===== src/rtl/vlc_pack_rr.sv =====
// Round-robin VLC merger: packs NCH show-ahead code FIFOs into MSB-first OUT_W-bit words.
// Define VLC_BITCNT_EN to add the saturating vlc_total_bits counter output.
module vlc_pack_rr #(
    parameter int NCH    = 4,
    parameter int CODE_W = 16,
    parameter int LEN_W  = 5,
    parameter int OUT_W  = 32
) (
    input  logic                    clk,
    input  logic                    rstN,
    input  logic                    vlc_glue_start,
    output logic                    vlc_glue_done,
    input  logic                    src_empty,
    input  logic                    src_end,
    input  logic [NCH-1:0]          vlc_empty,
    input  logic [NCH*LEN_W-1:0]    vlc_len,
    input  logic [NCH*CODE_W-1:0]   vlc_code,
    output logic [NCH-1:0]          vlc_rd,
    output logic [OUT_W-1:0]        vlc_glue_data,
    output logic                    vlc_glue_valid,
    input  logic                    vlc_glue_ready,
    output logic                    vlc_glue_last,
    output logic [$clog2(OUT_W):0]  vlc_glue_nbits,
    output logic                    vlc_len_err,
`ifdef VLC_BITCNT_EN
    output logic [31:0]             vlc_total_bits,
`endif
    output logic [1:0]              dbg_state
);

    localparam int ACC_W  = OUT_W + CODE_W;
    localparam int FILL_W = $clog2(ACC_W + 1);
    localparam int PTR_W  = (NCH > 1) ? $clog2(NCH) : 1;
    localparam int NB_W   = $clog2(OUT_W) + 1;

    typedef enum logic [1:0] {
        S_IDLE  = 2'd0,
        S_RUN   = 2'd1,
        S_FLUSH = 2'd2,
        S_DONE  = 2'd3
    } state_t;

    state_t             state_q, state_d;
    logic [PTR_W-1:0]   ptr_q, ptr_d;
    logic [FILL_W-1:0]  fill_q, fill_d, fill_ae;
    logic [ACC_W-1:0]   acc_q, acc_d, acc_ae, ins_bits;
    logic [OUT_W-1:0]   data_q, data_d;
    logic               valid_q, valid_d;
    logic               last_q, last_d;
    logic [NB_W-1:0]    nbits_q, nbits_d;
    logic               err_q, err_d;
    logic [NCH-1:0]     rd_c;

    logic [LEN_W-1:0]   cur_len, eff_len;
    logic [CODE_W-1:0]  cur_code, code_mask, code_aligned;
    logic               cur_empty, too_long;
    logic               out_free, end_cond, flush_now, emit, pflush, consume;

`ifdef VLC_BITCNT_EN
    logic [31:0]        bits_q, bits_d;
    logic [32:0]        bits_sum;
`endif

    always_comb begin
        state_d  = state_q;
        ptr_d    = ptr_q;
        fill_d   = fill_q;
        acc_d    = acc_q;
        data_d   = data_q;
        valid_d  = valid_q;
        last_d   = last_q;
        nbits_d  = nbits_q;
        err_d    = err_q;
        rd_c     = '0;
        cur_len  = '0;
        cur_code = '0;
        cur_empty = 1'b1;
`ifdef VLC_BITCNT_EN
        bits_d   = bits_q;
        bits_sum = '0;
`endif

        out_free  = !valid_q || vlc_glue_ready;
        end_cond  = src_end && src_empty && (&vlc_empty);
        // A word emitted in the cycle RUN sees the end condition is already the final one.
        flush_now = (state_q == S_FLUSH) || ((state_q == S_RUN) && end_cond);

        for (int i = 0; i < NCH; i++) begin
            if (ptr_q == PTR_W'(i)) begin
                cur_len   = vlc_len[i*LEN_W +: LEN_W];
                cur_code  = vlc_code[i*CODE_W +: CODE_W];
                cur_empty = vlc_empty[i];
            end
        end

        too_long     = cur_len > LEN_W'(CODE_W);
        eff_len      = too_long ? LEN_W'(CODE_W) : cur_len;
        // Wraps to all-ones when eff_len == CODE_W.
        code_mask    = (CODE_W'(1) << eff_len) - CODE_W'(1);
        code_aligned = (cur_code & code_mask) << (LEN_W'(CODE_W) - eff_len);

        if (valid_q && vlc_glue_ready) begin
            valid_d = 1'b0;
        end

        fill_ae = fill_q;
        acc_ae  = acc_q;
        emit    = (fill_q >= FILL_W'(OUT_W)) && out_free;
        pflush  = (state_q == S_FLUSH) && (fill_q != '0) && (fill_q < FILL_W'(OUT_W)) && out_free;

        if (emit) begin
            data_d  = acc_q[ACC_W-1 -: OUT_W];
            valid_d = 1'b1;
            nbits_d = NB_W'(OUT_W);
            fill_ae = fill_q - FILL_W'(OUT_W);
            acc_ae  = acc_q << OUT_W;
            last_d  = flush_now && (fill_ae == '0);
        end else if (pflush) begin
            data_d  = acc_q[ACC_W-1 -: OUT_W];
            valid_d = 1'b1;
            nbits_d = NB_W'(fill_q);
            last_d  = 1'b1;
            fill_ae = '0;
            acc_ae  = '0;
        end

        ins_bits = {code_aligned, {OUT_W{1'b0}}} >> fill_ae;
        consume  = (state_q == S_RUN) && !cur_empty && (fill_ae < FILL_W'(OUT_W));

        fill_d = fill_ae;
        acc_d  = acc_ae;

        if (consume) begin
            rd_c   = NCH'(1) << ptr_q;
            acc_d  = acc_ae | ins_bits;
            fill_d = fill_ae + FILL_W'(eff_len);
            ptr_d  = (ptr_q == PTR_W'(NCH - 1)) ? '0 : ptr_q + 1'b1;
            if (too_long) begin
                err_d = 1'b1;
            end
`ifdef VLC_BITCNT_EN
            bits_sum = {1'b0, bits_q} + 33'(eff_len);
            bits_d   = bits_sum[32] ? 32'hFFFF_FFFF : bits_sum[31:0];
`endif
        end

        case (state_q)
            S_IDLE, S_DONE: begin
                if (vlc_glue_start) begin
                    state_d = S_RUN;
                    ptr_d   = '0;
                    fill_d  = '0;
                    acc_d   = '0;
                    err_d   = 1'b0;
`ifdef VLC_BITCNT_EN
                    bits_d  = '0;
`endif
                end
            end
            S_RUN: begin
                if (end_cond) begin
                    state_d = S_FLUSH;
                end
            end
            S_FLUSH: begin
                if ((fill_q == '0) && !valid_q) begin
                    state_d = S_DONE;
                end
            end
            default: state_d = S_IDLE;
        endcase
    end

    always_ff @(posedge clk or negedge rstN) begin
        if (!rstN) begin
            state_q <= S_IDLE;
            ptr_q   <= '0;
            fill_q  <= '0;
            acc_q   <= '0;
            data_q  <= '0;
            valid_q <= 1'b0;
            last_q  <= 1'b0;
            nbits_q <= '0;
            err_q   <= 1'b0;
        end else begin
            state_q <= state_d;
            ptr_q   <= ptr_d;
            fill_q  <= fill_d;
            acc_q   <= acc_d;
            data_q  <= data_d;
            valid_q <= valid_d;
            last_q  <= last_d;
            nbits_q <= nbits_d;
            err_q   <= err_d;
        end
    end

`ifdef VLC_BITCNT_EN
    always_ff @(posedge clk or negedge rstN) begin
        if (!rstN) begin
            bits_q <= '0;
        end else begin
            bits_q <= bits_d;
        end
    end

    assign vlc_total_bits = bits_q;
`endif

    assign vlc_rd         = rd_c;
    assign vlc_glue_data  = data_q;
    assign vlc_glue_valid = valid_q;
    assign vlc_glue_last  = last_q;
    assign vlc_glue_nbits = nbits_q;
    assign vlc_len_err    = err_q;
    assign vlc_glue_done  = (state_q == S_DONE);
    assign dbg_state      = state_q;

endmodule


===== config.mk =====
export PLATFORM = sky130hd
export DESIGN_NAME = vlc_pack_rr
export DESIGN_NICKNAME = d
export VERILOG_FILES = /design/src/rtl/vlc_pack_rr.sv
export SDC_FILE = /design/constraint.sdc
export NUM_CORES = 1
export LEC_CHECK = 0
export ABC_AREA = 1
export CORE_ASPECT_RATIO = 0.6
export CORE_MARGIN = 5
export CORE_UTILIZATION = 47
export DETAILED_ROUTE_END_ITERATION = 7
export MAX_ROUTING_LAYER = met4
export PLACE_DENSITY = 0.74
export SYNTH_ARGS = -nofsm -noshare
export SYNTH_HDL_FRONTEND = slang
export SYNTH_SLANG_ARGS = --single-unit

===== constraint.sdc =====
create_clock -name clk -period 4.2 [get_ports clk]
set_input_delay 0.84 -clock clk [delete_from_list [all_inputs] [get_ports clk]]
set_output_delay 0.84 -clock clk [all_outputs]
set_load 0.05 [all_outputs]

==> results of run 1 <==
-- critical path, delay by kind of cell (launching register included) --
family	cells	cell delay, ps
AO/OA/AOI/OAI	6	760
adder cells (fa/ha/maj)	4	690
buffers and inverters	7	570
flip-flops	1	430
AND/OR/NAND/NOR	18	1900
-- metrics by stage --
| step | util [%] | setup TNS (ps) | worst slack [ps] | cell area [µm²] |
|---|---|---|---|---|
| after CTS | 68.4 | -829 | -97.7 | 11100 |
| after floorplan | - | 0 | 18.7 | 7830 |
| final | 73.3 | -6350 | -241 | 11900 |
| after global placement | 62.6 | -33390 | -846 | 10200 |
| after global routing | 73.3 | -17400 | -460 | 11900 |
| after detailed placement | 62.6 | -34010 | -851 | 10200 |
-- layout make-up --
class / instances / area share [%]
Clock buffer: 10 / 2.01
Clock inverter: 6 / 0.567
Inverter: 83 / 2.75
Multi-Input combinational cell: 937 / 49.6
Sequential cell: 99 / 20.8
Tap cell: 228 / 2.39
Timing Repair Buffer: 287 / 21.9
-- sequential cells by signal (all words and copies together) (netlist names) --
signal and cells:
fill_q 6, vlc_glue_data 32, acc_q 48, dbg_state 2, vlc_glue_valid 1, vlc_len_err 1, vlc_glue_last 1, vlc_glue_nbits 6
ptr_q 2
-- cells by family after synthesis --
logic type,Yosys count,synth area share [%]
flip-flops,99,31.8
AO/OA/AOI/OAI,161,13.1
XOR/XNOR,2,0.225
adder cells (fa/ha/maj),21,3.47
buffers and inverters,145,7.80
AND/OR/NAND/NOR,753,43.6
-- layer usage --
metal	vias up	wire length, µm	GRT usage [%]
met5	-	0	-
met4	0	678	5.95
met3	68	4210	9.66
met2	568	12500	43.0
met1	4507	15300	51.5
li1	4452	-	-
-- worst max path at each step --
stage,start,endpoint,slack (ps),depth (start not counted)
after detailed placement,vlc_len[6],acc_q[30],-850,32
after global routing,ptr_q[1],acc_q[29],-460,34
after global placement,vlc_len[6],acc_q[30],-850,32
after CTS,ptr_q[0],acc_q[13],-100,36
after floorplan,vlc_len[8],acc_q[2],20,35
final,ptr_q[1],acc_q[13],-240,35
-- repair_timing --
item | in CTS | in global routing
pin swaps | 58 | 85
setup buffers | 20 | 12
resized for setup | 127 | 155
endpoints found under the setup margin | 47 | 47
-- cell usage in the layout, fill, tap and decap left out, types with 5 or more instances in the layout --
cell type,n
nand2_4,16
nand3_2,74
buf_6,7
a21oi_1,30
nor2_1,52
nand3_1,120
nor2_2,12
ha_1,10
o21ai_4,7
a22o_1,10
dlygate4sd2_1,7
clkbuf_16,9
nand2_1,344
buf_4,136
a31oi_1,34
nand3_4,26
inv_2,23
nand2_2,52
clkdlybuf4s50_1,129
clkinv_1,6
dfrtp_1,98
o21ai_0,25
a21oi_2,10
nand4_1,27
ha_4,9
inv_1,48
inv_4,5
a22oi_1,9
o211ai_1,8
o21ai_2,8
buf_12,8
nor2_4,14
==> results.md, run 1 <==
- H-tree levels: 3
- CP Class: flop to flop
- Drt pass-1 iters: 6
- Period utilization: 106%
- Worst-path clk slew: 80 ps
- Distinct cell type count after synthesis: 48
- Cell Rows: 36
- GPL Wtd Cong: 1.03
- Reg2reg path depth: 35
- Worst-margin pin slew: 991 ps
- Largest net degree at the start of global routing: 67
- Placed insts: 1602
- Hold Slack: 473 ps
- Syn nets: 1296
- Top-count cell post-synth: nand2_1
- Core area: 16300 µm²
- CTS max path bufs: 2
- DR WL/cell: 19.8 µm
- GRT overflow: 0
- RSZ-0062 raised after global routing: true
- Hold buffer count at CTS: 0
- P&R area growth vs syn: 53.1%
- Clk Latency, worst-skew pair: 350 ps
- First-pass GRT wire length: 48500 µm
- Top cells by area, synth: dfrtp_1, nand2_1, nand3_1
- Initial antenna violation count: 0
- WL final: 32600 µm
- IO Pins: 142
- CP Launch Type: flop
- Worst path max stage delay: 430 ps
- Clock buffer count from CTS: 9
- Register area: 2480 µm²
- Fin worst setup slack: -241 ps
- CP endpoint kind: flop
- Failing checks: setup timing
- Via density: 5.82
- WHS Path Cells: 2
- Worst-case clock skew: 9.10 ps
- Non-Filler Instances: 1650
- HP Start: acc_q[35]
- Hold Path Class: flop to flop
- Slew margin rel.: 33.5%
- Effective utilization at floorplan: 47.9%
- Synthesized instance count: 1181
- Die Area: 19300 µm²
- IO Port Bufs: 141
- FF-to-FF setup slack: -240 ps
- Die Ht: 110 µm
- 1st-iter DRT viols: 1277
- Commonest cells in the synthesized netlist: nand2_1, nand3_1, dfrtp_1
- Main flop type after synthesis: dfrtp_1
- Post-synthesis sequential area ratio: 31.8%
- CTS tree: yes
- Area leader, netlist: dfrtp_1
- Worst endpoint required time: 4480 ps
- Critical path peak fanout: 3
- Yosys reg bits: 99
- Asr flop ratio synth: 100%
- CTS sink cnt: 99
- Final min period: 4440 ps
- Number of hold violations in the final report: 0
- Routed via count: 9595
- Reg2Reg Capture Point: acc_q[13]
- Share of layout cells above drive strength 1: 31.1%
- Hpwl dp: 24500 µm
- Total inserted antenna cells: 0
- Die W: 176 µm
- Synth Area per Inst: 6.59 µm²
- Filler cells: 1293
- Number of synthesized flops with an enable pin: 0
- Yosys top cell area share: 31.8%
- Clk root buf: clkbuf_16
- Vias in the first global route: 8552
- Max-cap viol count: 0
- Max Clock Freq: 0.225 GHz
- Reg2reg start: ptr_q[1]
- Worst path slowest cell: dfrtp_1
- Syn. warnings: 0
- Routed Antenna Nets: 0
- Status: finished, violations left
- Hold endpoint: vlc_glue_data[19]
- DRC errors left: 0
- Max-slew violations: 0
- Netlist Area Pre-Place: 7780 µm²
- Total Routing Usage GR: 33.4%
- Final setup fails: 47
- Crit path DAT: 4720 ps
- Multi-input gate area: 5900 µm²
- Final #Nets: 1532
Power of run 1 is not shown: default switching activity piles up to over one toggle a cycle in this logic, so the estimate is an artifact.
==> inputs of run 2 (changes only) <==
--- a/config.mk
+++ b/config.mk
@@ -10,8 +10,8 @@
 export CORE_MARGIN = 5
 export CORE_UTILIZATION = 47
 export DETAILED_ROUTE_END_ITERATION = 7
-export MAX_ROUTING_LAYER = met4
 export PLACE_DENSITY = 0.74
+export SKIP_CTS_REPAIR_TIMING = 1
 export SYNTH_ARGS = -nofsm -noshare
 export SYNTH_HDL_FRONTEND = slang
 export SYNTH_SLANG_ARGS = --single-unit
==> run 2 against run 1 <==
Against the previous run:
- the flow still finishes with violations (setup timing)
- routed wire length fell by 3.7%
- first-iteration DRC count shrank 7.8%
- critical path depth unchanged
- global-route usage shrank 1.8 points
- final cell count is 0.91% lower
- worst setup slack worse by 18 ps
- sequential share of layout area increased by 0.62 points
- clock skew is 0.94 ps higher
- critical endpoint is now acc_q[9]
- highest routed layer is now met5
==> results.md, run 2 (synthesized netlist as in run 1, its figures left out) <==
- Status: finished, violations left (unchanged)
- Failing checks: setup timing (unchanged)
- GRT overflow: 0 (unchanged)
- Setup TNS: -6120 ps (was -6350 ps)
- CTS sink cnt: 99 (unchanged)
- Most frequent cells in the layout: nand2_1, clkdlybuf4s50_1, nand3_1, buf_4, dfrtp_1 (was nand2_1, buf_4, clkdlybuf4s50_1, nand3_1, dfrtp_1)
- Crit path DAT: 4740 ps (was 4720 ps)
- Max-slew violations: 0 (unchanged)
- Via density: 5.66 (was 5.82)
- Worst-path clk slew: 70 ps (was 80 ps)
- Max-cap viol count: 0 (unchanged)
- Largest Register: acc_q (unchanged)
- Worst path slowest cell: clkdlybuf4s50_1 (was dfrtp_1)
- Die Ht: 110 µm (unchanged)
- CP Launch Type: input port (was flop)
- Flip-flop count of the largest register after layout: 48 (unchanged)
- Fin worst setup slack: -258 ps (was -241 ps)
- Largest net degree at the start of global routing: 69 (was 67)
- First-pass GRT wire length: 46700 µm (was 48500 µm)
- Worst path max stage delay: 450 ps (was 430 ps)
- Die Area: 19300 µm² (unchanged)
- CTS tree: yes (unchanged)
- Effective utilization at floorplan: 47.9% (unchanged)
- 1st-iter DRT viols: 1177 (was 1277)
- Die W: 176 µm (unchanged)
- DR WL/cell: 19.2 µm (was 19.8 µm)
- Worst-case clock skew: 10.0 ps (was 9.10 ps)
- Worst endpoint required time: 4480 ps (about the same)
- Slew margin rel.: 33.2% (was 33.5%)
- Drt pass-1 iters: 5 (was 6)
- Initial antenna violation count: 1 (was 0)
- Max Clock Freq: 0.224 GHz (was 0.225 GHz)
- P&R area growth vs syn: 48.7% (was 53.1%)
- Number of hold violations in the final report: 0 (unchanged)
- Final min period: 4460 ps (was 4440 ps)
- Hold Path Class: flop to flop (unchanged)
- CP endpoint kind: flop (unchanged)
- Final setup fails: 47 (unchanged)
- IO Port Bufs: 141 (unchanged)
- Vias in the first global route: 8220 (was 8552)
- Reg2reg path depth: 37 (was 35)
- Total Routing Usage GR: 31.6% (was 33.4%)
- H-tree levels: 3 (unchanged)
- DRC errors left: 0 (unchanged)
- Critical path peak fanout: 3 (unchanged)
- CP Class: input port to flop (was flop to flop)
- Period utilization: 106% (about the same)
- Filler cells: 1346 (was 1293)
- WL final: 31400 µm (was 32600 µm)
- Routed Antenna Nets: 0 (unchanged)
- Routed via count: 9260 (was 9595)
- Worst-margin pin slew: 996 ps (was 991 ps)
- IO Pins: 142 (unchanged)
- WHS Path Cells: 2 (unchanged)
- CTS max path bufs: 2 (unchanged)
- Core area: 16300 µm² (unchanged)
- Hold Slack: 474 ps (was 473 ps)
- Utilization after layout: 71.2% (was 73.3%)
- Hpwl dp: 24400 µm (was 24500 µm)
- Most common library cell in the layout ignoring fill and taps: nand2_1 (unchanged)
- RSZ-0062 raised after global routing: true (unchanged)
- Clock buffer count from CTS: 9 (unchanged)
- Total inserted antenna cells: 0 (unchanged)
- GPL Wtd Cong: 1.02 (was 1.03)
- Cell Rows: 36 (unchanged)
- Clk root buf: clkbuf_16 (unchanged)
- Share of layout cells above drive strength 1: 28.5% (was 31.1%)
- Final #Nets: 1517 (was 1532)
- Clk Latency, worst-skew pair: 360 ps (was 350 ps)
run 2: cell types whose count changed in the layout (fill, tap and decap cells not counted), sizes merged:
| cell | change |
|---|---|
| clkdlybuf4s50 | +4 |
| clkinvlp | -1 |
| dlymetal6s2s | +3 |
| buf | -16 |
| clkbuf | +1 |
| inv | +1 |
| dlygate4sd2 | -7 |
run 2: metal layers:
metal | GRT usage, % | share of wire [%] | up-vias
li1 | - | - | 4424
met1 | 47.5 | 45 | 4248
met2 | 40.0 | 38 | 545
met4 | 5.45 | 1.6 | 2
met5 | 0 | 0.041 | -
met3 | 16.0 | 15 | 41
run 2: critical path, delay by kind of cell:
kind,cells,cell delay (ps)
xor+xnor,1,110
buf+inv,8,1020
simple gates,16,1480
fa+ha+maj,3,470
compound gates,7,810
run 2: cell type report:
cell class / count / area, µm² / share of cell area (%)
Multi-Input combinational cell: 937 / 5680 / 49.1
Timing Repair Buffer: 272 / 2500 / 21.6
Sequential cell: 99 / 2480 / 21.4
Inverter: 83 / 319 / 2.76
Tap cell: 228 / 285 / 2.47
Clock buffer: 10 / 239 / 2.07
Clock inverter: 6 / 67.6 / 0.584
run 2: worst paths after layout:
kind,from,endpoint,slack (ps)
worst max-delay path,vlc_len[6],acc_q[9],-260
worst min-delay path,acc_q[47],vlc_glue_data[31],470
worst max register to register,ptr_q[1],acc_q[9],-210
worst min register to register,acc_q[47],vlc_glue_data[31],470
max in group asynchronous,rstN,acc_q[12],2750
min in group asynchronous,rstN,vlc_glue_nbits[0],580
run 2: per-stage QoR:
step	cells	area, µm²	setup slack (ps)
3_5_place_dp	1605	10200	-928
2_1_floorplan	1181	7830	18.7
3_3_place_gp	1605	10200	-914
6_report	1635	11600	-258
5_1_grt	1635	11600	-471
4_1_cts	1621	10500	-579
Power of run 2 is left out for the same reason.
==> inputs of run 3 (changes only) <==
--- a/config.mk
+++ b/config.mk
@@ -10,7 +10,7 @@
 export CORE_MARGIN = 5
 export CORE_UTILIZATION = 47
 export DETAILED_ROUTE_END_ITERATION = 7
-export PLACE_DENSITY = 0.74
+export PLACE_DENSITY = 0.76
 export SKIP_CTS_REPAIR_TIMING = 1
 export SYNTH_ARGS = -nofsm -noshare
 export SYNTH_HDL_FRONTEND = slang
==> run 3 against run 2 <==
Against the previous run:
- the flow still finishes with violations (setup timing)
- final cell count is 0.61% lower
- cell area is 1.6% higher
- worst hold slack worse by 1.9 ps
- sequential share of layout area is 0.34 points lower
- global-route usage is 0.91 points lower
- first-iteration DRC count is 8.5% lower
- flip-flop and latch count stayed put
- register-to-register slack hardly changed
- die area stayed put
- critical path depth stayed put
- clock-buffer cell count is 1 lower
- critical endpoint is now acc_q[25]
- core utilization is 1.1 points higher
==> results.md, run 3 (synthesized netlist as in run 1, its figures left out) <==
- Final setup fails: 47 (unchanged)
- Flip-flop count of the largest register after layout: 48 (unchanged)
- First-pass GRT wire length: 46000 µm (was 46700 µm)
- Die Area: 19300 µm² (unchanged)
- Clk root buf: clkbuf_16 (unchanged)
- GRT overflow: 0 (unchanged)
- Critical path peak fanout: 3 (unchanged)
- Worst-margin pin slew: 897 ps (was 996 ps)
- Post-DP Area: 10100 µm² (was 10200 µm²)
- Slew margin rel.: 39.9% (was 33.2%)
- Filler cells: 1317 (was 1346)
- CP Class: input port to flop (unchanged)
- GPL Wtd Cong: 1.04 (was 1.02)
- Die W: 176 µm (unchanged)
- IO Pins: 142 (unchanged)
- Failing checks: setup timing (unchanged)
- Routed via count: 9360 (was 9260)
- Largest Register: acc_q (unchanged)
- DRC errors left: 0 (unchanged)
- 1st-iter DRT viols: 1077 (was 1177)
- Utilization after layout: 72.3% (was 71.2%)
- RSZ-0062 raised after global routing: true (unchanged)
- Vias in the first global route: 8449 (was 8220)
- Cell Rows: 36 (unchanged)
- Most frequent cells in the layout: nand2_1, clkdlybuf4s50_1, nand3_1, buf_4, dfrtp_1 (unchanged)
- Worst path max stage delay: 430 ps (was 450 ps)
- Worst path slowest cell: clkdlybuf4s50_1 (unchanged)
- Design area: 11800 µm² (was 11600 µm²)
- Worst endpoint required time: 4470 ps (was 4480 ps)
- CTS max path bufs: 2 (unchanged)
- Max-slew violations: 0 (unchanged)
- Max-cap viol count: 0 (unchanged)
- Hpwl dp: 23800 µm (was 24400 µm)
- WL final: 31400 µm (about the same)
- Number of hold violations in the final report: 0 (unchanged)
- Initial antenna violation count: 2 (was 1)
- Core area: 16300 µm² (unchanged)
- Fin worst setup slack: -254 ps (was -258 ps)
- Via density: 5.76 (was 5.66)
- Drt pass-1 iters: 6 (was 5)
- CP endpoint kind: flop (unchanged)
- Most common library cell in the layout ignoring fill and taps: nand2_1 (unchanged)
- IO Port Bufs: 141 (unchanged)
- Effective utilization at floorplan: 47.9% (unchanged)
- Final min period: 4450 ps (was 4460 ps)
- Dpl ws: -927 ps (was -928 ps)
- Period utilization: 106% (about the same)
- Final #Nets: 1507 (was 1517)
- Clk Latency, worst-skew pair: 350 ps (was 360 ps)
- Worst-case clock skew: 8.67 ps (was 10.0 ps)
- Largest net degree at the start of global routing: 70 (was 69)
- Share of layout cells above drive strength 1: 29.8% (was 28.5%)
- P&R area growth vs syn: 51.0% (was 48.7%)
- Die Ht: 110 µm (unchanged)
- Hold Path Class: flop to flop (unchanged)
- CP Launch Type: input port (unchanged)
- Routed Antenna Nets: 0 (unchanged)
- CTS sink cnt: 99 (unchanged)
- Total Routing Usage GR: 30.7% (was 31.6%)
- DR WL/cell: 19.3 µm (was 19.2 µm)
- Worst-path clk slew: 80 ps (was 70 ps)
- CTS tree: yes (unchanged)
- H-tree levels: 3 (unchanged)
- Total inserted antenna cells: 0 (unchanged)
- Clock buffer count from CTS: 9 (unchanged)
- Max Clock Freq: 0.224 GHz (about the same)
- Crit path DAT: 4730 ps (was 4740 ps)
- Status: finished, violations left (unchanged)
## run 3: changes by cell type in the layout (fill, tap and decap cells not counted), sizes merged
cell | previous run | this run
clkbuf | 11 | 9
dlymetal6s2s | 3 | 4
bufinv | 0 | 1
clkinv | 9 | 7
clkdlybuf4s50 | 133 | 132
clkinvlp | 0 | 1
inv | 80 | 81
buf | 135 | 126
## run 3: area by class of cell
type,instances,area [µm²],area share [%]
clock inverter,7,82.6,0.703
multi-input combinational,937,5960,50.7
tap,228,285,2.43
inverter,83,319,2.71
timing repair buffer,262,2400,20.4
sequential,99,2480,21.1
clock buffer,9,225,1.92
## run 3: per-stage QoR
step	hold WS, ps	TNS [ps]	instances
after floorplan	442	0	1181
after global placement	455	-30040	1594
after detailed placement	461	-32540	1594
after CTS	473	-17120	1610
after global routing	502	-18310	1625
final	472	-6090	1625
## run 3: per-layer routing
layer | vias up | track usage [%] | share of wire [%]
met4 | 4 | 5.84 | 1.7
met1 | 4378 | 44.2 | 44
li1 | 4406 | - | -
met2 | 521 | 41.2 | 40
met3 | 51 | 15.3 | 15
met5 | - | 0 | 0.083
## run 3: critical path: cells and delay by family
family / cells / cell delay (ps)
AND/OR/NAND/NOR: 25 / 2240
buffers and inverters: 5 / 770
adder cells (fa/ha/maj): 3 / 480
AO/OA/AOI/OAI: 2 / 380
## run 3: path summary, 6_finish.rpt
check	startpoint	slack, ps	endpoint	depth (start not counted)
setup / recovery	vlc_len[8]	-250	acc_q[25]	35
hold / removal	acc_q[18]	470	vlc_glue_data[2]	2
setup reg to reg	ptr_q[0]	-210	acc_q[25]	37
hold reg to reg	acc_q[18]	470	vlc_glue_data[2]	2
max in group asynchronous	rstN	2660	acc_q[1]	2
min in group asynchronous	rstN	570	dbg_state[0]	1
Power of run 3 is left out for the same reason.
